### config.mk
export PLATFORM = sky130hd
export DESIGN_NAME = uart_tx
export DESIGN_NICKNAME = d
export VERILOG_FILES = /design/src/rtl/uart_tx.sv
export SDC_FILE = /design/constraint.sdc
export NUM_CORES = 1
export LEC_CHECK = 0
export CORE_MARGIN = 1.5
export CORE_UTILIZATION = 41
export CTS_CLUSTER_DIAMETER = 120
export DETAILED_ROUTE_END_ITERATION = 7
export GPL_ROUTABILITY_DRIVEN = 0
export GPL_TIMING_DRIVEN = 0
export SYNTH_ARGS = -nofsm -noshare
export SYNTH_HDL_FRONTEND = slang
export SYNTH_SLANG_ARGS = --single-unit
### constraint.sdc
create_clock -name sys_clk -period 4.15 [get_ports sys_clk]
set_input_delay 0.83 -clock sys_clk [delete_from_list [all_inputs] [get_ports sys_clk]]
set_output_delay 0.83 -clock sys_clk [all_outputs]
set_load 0.02 [all_outputs]
### src/rtl/uart_tx.sv
// Byte-wide UART transmitter: start bit, 8 data bits LSB-first, optional parity, one stop bit.
// Bit timing comes from an internal baud counter running on sys_clk.
module uart_tx #(
  parameter int unsigned BAUD        = 115200,
  parameter int unsigned CLK_frq     = 100000000,
  parameter logic [1:0]  VERIFY_MODE = 2'b00
) (
  input  logic       sys_clk,
  input  logic       rst,
  input  logic       uart_tx_en,
  input  logic [7:0] uart_tx_data,
  output logic       uart_txd,
  output logic       uart_tx_busy,
  output logic       uart_tx_done
);

  localparam int unsigned Div  = CLK_frq / BAUD;
  localparam int unsigned CntW = (Div > 1) ? $clog2(Div) : 1;
  localparam logic [CntW-1:0] CntMax = CntW'(Div - 1);
  // Mode 2'b01 is odd and 2'b11 is even; 2'b00 and 2'b10 send no parity bit.
  localparam bit ParityEn  = VERIFY_MODE[0];
  localparam bit ParityOdd = !VERIFY_MODE[1];

  typedef enum logic [2:0] {StIdle, StStart, StData, StVeri, StStop} state_e;

  state_e          state_q, state_d;
  logic [CntW-1:0] cnt_q, cnt_d;
  logic [2:0]      bit_q, bit_d;
  logic [7:0]      shift_q, shift_d;
  logic            par_q, par_d;
  logic            txd_q, txd_d;
  logic            done_q, done_d;
  logic            tick;

  assign tick = (cnt_q == CntMax);

  always_comb begin
    state_d = state_q;
    cnt_d   = cnt_q;
    bit_d   = bit_q;
    shift_d = shift_q;
    par_d   = par_q;
    txd_d   = txd_q;
    done_d  = 1'b0;
    unique case (state_q)
      StIdle: begin
        cnt_d = '0;
        bit_d = '0;
        txd_d = 1'b1;
        if (uart_tx_en) begin
          shift_d = uart_tx_data;
          par_d   = ParityOdd ? ~^uart_tx_data : ^uart_tx_data;
          state_d = StStart;
          txd_d   = 1'b0;
        end
      end
      StStart: begin
        if (tick) begin
          cnt_d   = '0;
          state_d = StData;
          txd_d   = shift_q[0];
        end else begin
          cnt_d = cnt_q + CntW'(1);
        end
      end
      StData: begin
        if (tick) begin
          cnt_d   = '0;
          shift_d = shift_q >> 1;
          bit_d   = bit_q + 3'd1;
          if (bit_q == 3'd7) begin
            state_d = ParityEn ? StVeri : StStop;
            txd_d   = ParityEn ? par_q : 1'b1;
          end else begin
            // Look ahead one bit so the registered line changes exactly on the boundary.
            txd_d = shift_q[1];
          end
        end else begin
          cnt_d = cnt_q + CntW'(1);
        end
      end
      StVeri: begin
        if (tick) begin
          cnt_d   = '0;
          state_d = StStop;
          txd_d   = 1'b1;
        end else begin
          cnt_d = cnt_q + CntW'(1);
        end
      end
      StStop: begin
        if (tick) begin
          cnt_d   = '0;
          state_d = StIdle;
          txd_d   = 1'b1;
          done_d  = 1'b1;
        end else begin
          cnt_d = cnt_q + CntW'(1);
        end
      end
      default: begin
        state_d = StIdle;
        cnt_d   = '0;
        txd_d   = 1'b1;
      end
    endcase
  end

  always_ff @(posedge sys_clk) begin
    if (rst) begin
      state_q <= StIdle;
      cnt_q   <= '0;
      bit_q   <= '0;
      shift_q <= '0;
      par_q   <= 1'b0;
      txd_q   <= 1'b1;
      done_q  <= 1'b0;
    end else begin
      state_q <= state_d;
      cnt_q   <= cnt_d;
      bit_q   <= bit_d;
      shift_q <= shift_d;
      par_q   <= par_d;
      txd_q   <= txd_d;
      done_q  <= done_d;
    end
  end

  assign uart_txd     = txd_q;
  assign uart_tx_busy = (state_q != StIdle);
  assign uart_tx_done = done_q;

endmodule

=== Yosys cells after proc, flatten, opt, wreduce, memory -nomap -nowiden ===
Cells that the tools add are included.

* $add $sub $neg: 2
* Eq/ne operators: 13
* Muxes and demuxes: 19
* Bitwise gates (word level): 2
* Reduce and logical (&&, ||, !) cells: 11

{| class="wikitable"
|+ Operators by type and width
! cell !! count
|-
| 3-bit 2-to-1 mux || 7
|-
| 8-bit 2-to-1 mux || 2
|-
| 8-bit one-hot mux with 2 select lines || 1
|-
| 3-bit one-hot mux with 5 select lines || 1
|-
| 2-bit inequality test, second input constant || 6
|-
| 10-bit by 1-bit adder with 10-bit output, second input constant || 1
|-
| 10-bit == test, second input constant || 1
|-
| 3-bit by 2-bit == test with 1-bit output, second input constant || 2
|-
| 3-bit == test, second input constant || 2
|-
| 1-bit 2-to-1 mux || 6
|-
| 3-bit one-hot mux with 2 select lines || 1
|-
| 3-bit AND reduction || 2
|-
| 6-bit AND reduction || 1
|-
| 1-bit one-hot mux with 4 select lines || 1
|-
| 2-bit OR reduction || 2
|-
| 4-bit OR reduction || 1
|-
| 3-bit by 1-bit adder with 3-bit output, second input constant || 1
|-
| 3-bit by 1-bit == test with 1-bit output, second input constant || 1
|-
| 3-bit zero test || 1
|-
| 3-bit nonzero test || 1
|-
| 3-bit OR reduction || 1
|-
| 2-bit by 1-bit inequality test with 1-bit output, second input constant || 1
|-
| 1-bit NOT || 2
|-
| 2-bit AND reduction || 1
|-
| 2-bit nonzero test || 1
|}

* Register bits: 26
* Input bits: 11
* Output and inout bits: 3
* Word-level logic and storage cells: 53

=== Logic depth before layout (Yosys ltp) ===
* Depth in word-level cells: 4
* Depth in mapped cells: 6
* Depth with buffers taken out: 6

=== Worst setup path after synthesis ===
No wires, ideal clock.

* Path type: reg2out
* From: register state_q[1]
* To: output port uart_tx_busy
* Arrival time: 0.841 ns
* Data required time: 3.320 ns
* Slack: 2.479 ns
* Stages on the path, launching flop included: 3
* Path buffers: 1
* Cell sequence: dfxtp_1 or3_1 buf_2

* Cells in the longest elaborated chain, start to end: 1

{| class="wikitable"
|+ RTL lines
! element !! line !! RTL
|-
| start, declared || 26 || <nowiki>state_e state_q, state_d;</nowiki>
|-
| start signal, assigned || 111 || <nowiki>state_q <= StIdle;</nowiki>
|-
| start signal, assigned || 119 || <nowiki>state_q <= state_d;</nowiki>
|-
| 3-bit nonzero test || 130 || <nowiki>assign uart_tx_busy = (state_q != StIdle);</nowiki>
|-
| end, declared || 13 || <nowiki>output logic uart_tx_busy,</nowiki>
|}

Every way passes these cells.

=== Final worst setup path ===
Same ends and word-level chain as after synthesis.

==> qor.txt <==
Status: finished with violations
Failing checks: DRC
Clock power frac: 0.353
Vias/cell: 5.41
CP Buf/Inv Count: 2
Reg2reg setup slack: 2.47 ns
Max VDD drop: 179 uV
Syn Inst Count: 136
Setup violators final: 0
Reg-to-Reg Start: cnt_q[0]
Root buffer cell: clkbuf_4
Max cap viols: 0
Setup TNS: 0 ns
Initial antenna violation count: 0
LEAKAGE: 0.000546 uW
IO Port Bufs: 13
Die area: 0.00338 mm2
Yosys reg bits: 26
# clock sinks: 26
I/O Pins: 14
CTS H-tree depth: 1
Worst skew pair latency: 0.33 ns
Mapped Nets: 150
Fin cells: 184
Syn. warnings: 0
End of the critical path: uart_tx_busy
Placed Cells: 180
TritonCTS buffer count: 3
Psw: 106 uW
Routed Antenna Nets: 0
Via count: 995
Clk slew on worst S/H paths: 0.14 ns
Nets: 168
Die X: 58.1 um
Reg2Reg Depth: 5
Number of distinct library cells after synthesis: 36
Clk_skew: 0.00863 ns
Global-route wire length before repair: 4020 um
Max Fclk: 0.380 GHz
Setup CP Type: flop to output port
DR pass1 iterations: 6
Sequential share of power: 0.539
Vias in the first global route: 912
Max-slew violations: 0
TritonCTS clock tree: built
Crit path time final: 2.63 ns
Total track usage: 0.154
Commonest non-fill, non-tap cell in the layout: dfxtp_1
Mean area per synthesized cell: 9.16 um2
Largest net degree at the start of global routing: 16
RSZ-0062 raised after global routing: no
Reg-to-reg endpoint: cnt_q[5]
Tcrit/Tclk final: 0.634
Main flop type after synthesis: dfxtp_1
Grt ovf: 0
Post-CTS sizing: 0
Comb pwr share: 0.108
Power per cell area: 334 mW/mm2
CP max-delay cell: clkdlybuf4s50_1
Worst setup SP type: flop
Dpl hpwl: 1690 um
DR iter-0 viols: 68
WL final: 2340 um
Row count: 19
P&R area growth vs syn: 17.8%
Crit path arrival time: 1.80 ns
Post-synth ARST share: 0
Final Hold Vio Count: 0
Crit path max fanout: 10
Area of the core: 0.00283 mm2
Bufs on Longest Clock Path: 2
Initial Utilization: 0.441
Post-CTS Hold Buffers: 0
Most frequent cells in the layout: dfxtp_1, nor2_1, clkdlybuf4s50_1, a21oi_1, nand3_1
Layout cell share with drive strength beyond 1: 0.105
DIE HEIGHT: 58.1 um
Critical path depth: 3
Critical Path Max Stage Delay: 0.55 ns
Slew headroom: 0.653
ANT cells: 0
Min-Delay Path Class: flop to flop
Sequential-to-total area share from yosys stat: 0.418
Wire length per cell: 12.7 um
Critical path's top delay family: buffers and inverters
Sw Ratio: 0.216
Cells along the critical path: or3_1, buf_2, clkdlybuf4s50_1
Synth Cell Area: 0.00125 mm2
WP data required: 3.32 ns
Post-CTS setup buffers: 0
Worst-margin pin slew: 0.521 ns
DRC Markers: 2
Post-synth EDFFs: 0
P_int: 384 uW
Worst setup EP type: output port
Setup crit start: state_q[1]
-- power groups by stage --
stage	Sequential [uW]	Combinational, uW	Clock, uW
finish	264	52.9	173
global route	265	59.0	191
global placement	269	52.1	0
CTS	264	53.4	181
floorplan	269	32.1	0
detailed placement	270	53.1	0
-- worst min path at each step --
stage	from	to	slack (ns)	cells after the start
after floorplan	cnt_q[0]	cnt_q[0]	0.43	1
after global placement	cnt_q[0]	cnt_q[0]	0.44	1
after detailed placement	cnt_q[0]	cnt_q[0]	0.45	1
after CTS	cnt_q[0]	cnt_q[0]	0.48	1
after global routing	cnt_q[0]	cnt_q[0]	0.51	1
final	cnt_q[0]	cnt_q[0]	0.48	1
-- Yosys cell counts, drive strengths merged (2+ instances only) --
library cell	instances	area (um2)
mux2i	8	80.1
nand2	6	22.5
nor2	19	71.3
ha	3	37.5
dfxtp	26	521
nand4	4	25.0
buf	5	30.0
nor3	2	10.0
inv	3	11.3
o21ai	6	30.0
a311oi	5	43.8
xnor2	3	26.3
mux2	2	22.5
xor2	5	43.8
a21oi	11	55.1
nand3	10	50.1
clkbuf	2	17.5
and3	2	13.8
-- routing by layer --
layer,part of all wire,vias up,GRT usage,wire length [um]
li1,-,525,-,-
met1,0.52,455,0.203,1230
met2,0.44,13,0.245,1030
met3,0.030,2,0.0469,71
met4,0.0064,0,0.0399,15
met5,0,-,0,0
-- cells by family after synthesis --
family | count (synthesis) | share of synthesized area
simple gates | 52 | 0.222
compound gates | 27 | 0.145
flops | 26 | 0.418
buf+inv | 10 | 0.0472
mux | 10 | 0.0823
xor+xnor | 8 | 0.0562
fa+ha+maj | 3 | 0.0301
-- flip-flops by register name, summed over array words and instances (netlist names) --
name,flops
state_q,3
uart_txd,1
uart_tx_done,1
cnt_q,10
bit_q,3
shift_q,8
-- layout make-up --
cell class / instances / area, um2
multi-input combinational: 100 / 667
tap: 31 / 38.8
inverter: 3 / 11.3
buffer: 7 / 47.5
clock inverter: 1 / 30.0
sequential: 26 / 520
timing repair buffer: 13 / 130
clock buffer: 3 / 22.5
fill: 273 / 1360
-- through the flow --
stage                     utilization  total power (uW)  instance area (um2)  hold slack [ns]  setup WS [ns]
after global routing            0.519               515                 1470            0.513           1.40
after CTS                       0.519               499                 1470            0.484           1.50
after detailed placement        0.500               323                 1420            0.452           1.75
final                           0.519               490                 1470            0.481           1.52
after global placement          0.500               321                 1420            0.442           1.79
after floorplan                     -               301                 1250            0.426           2.48
Power figures use the tool's default switching activity.
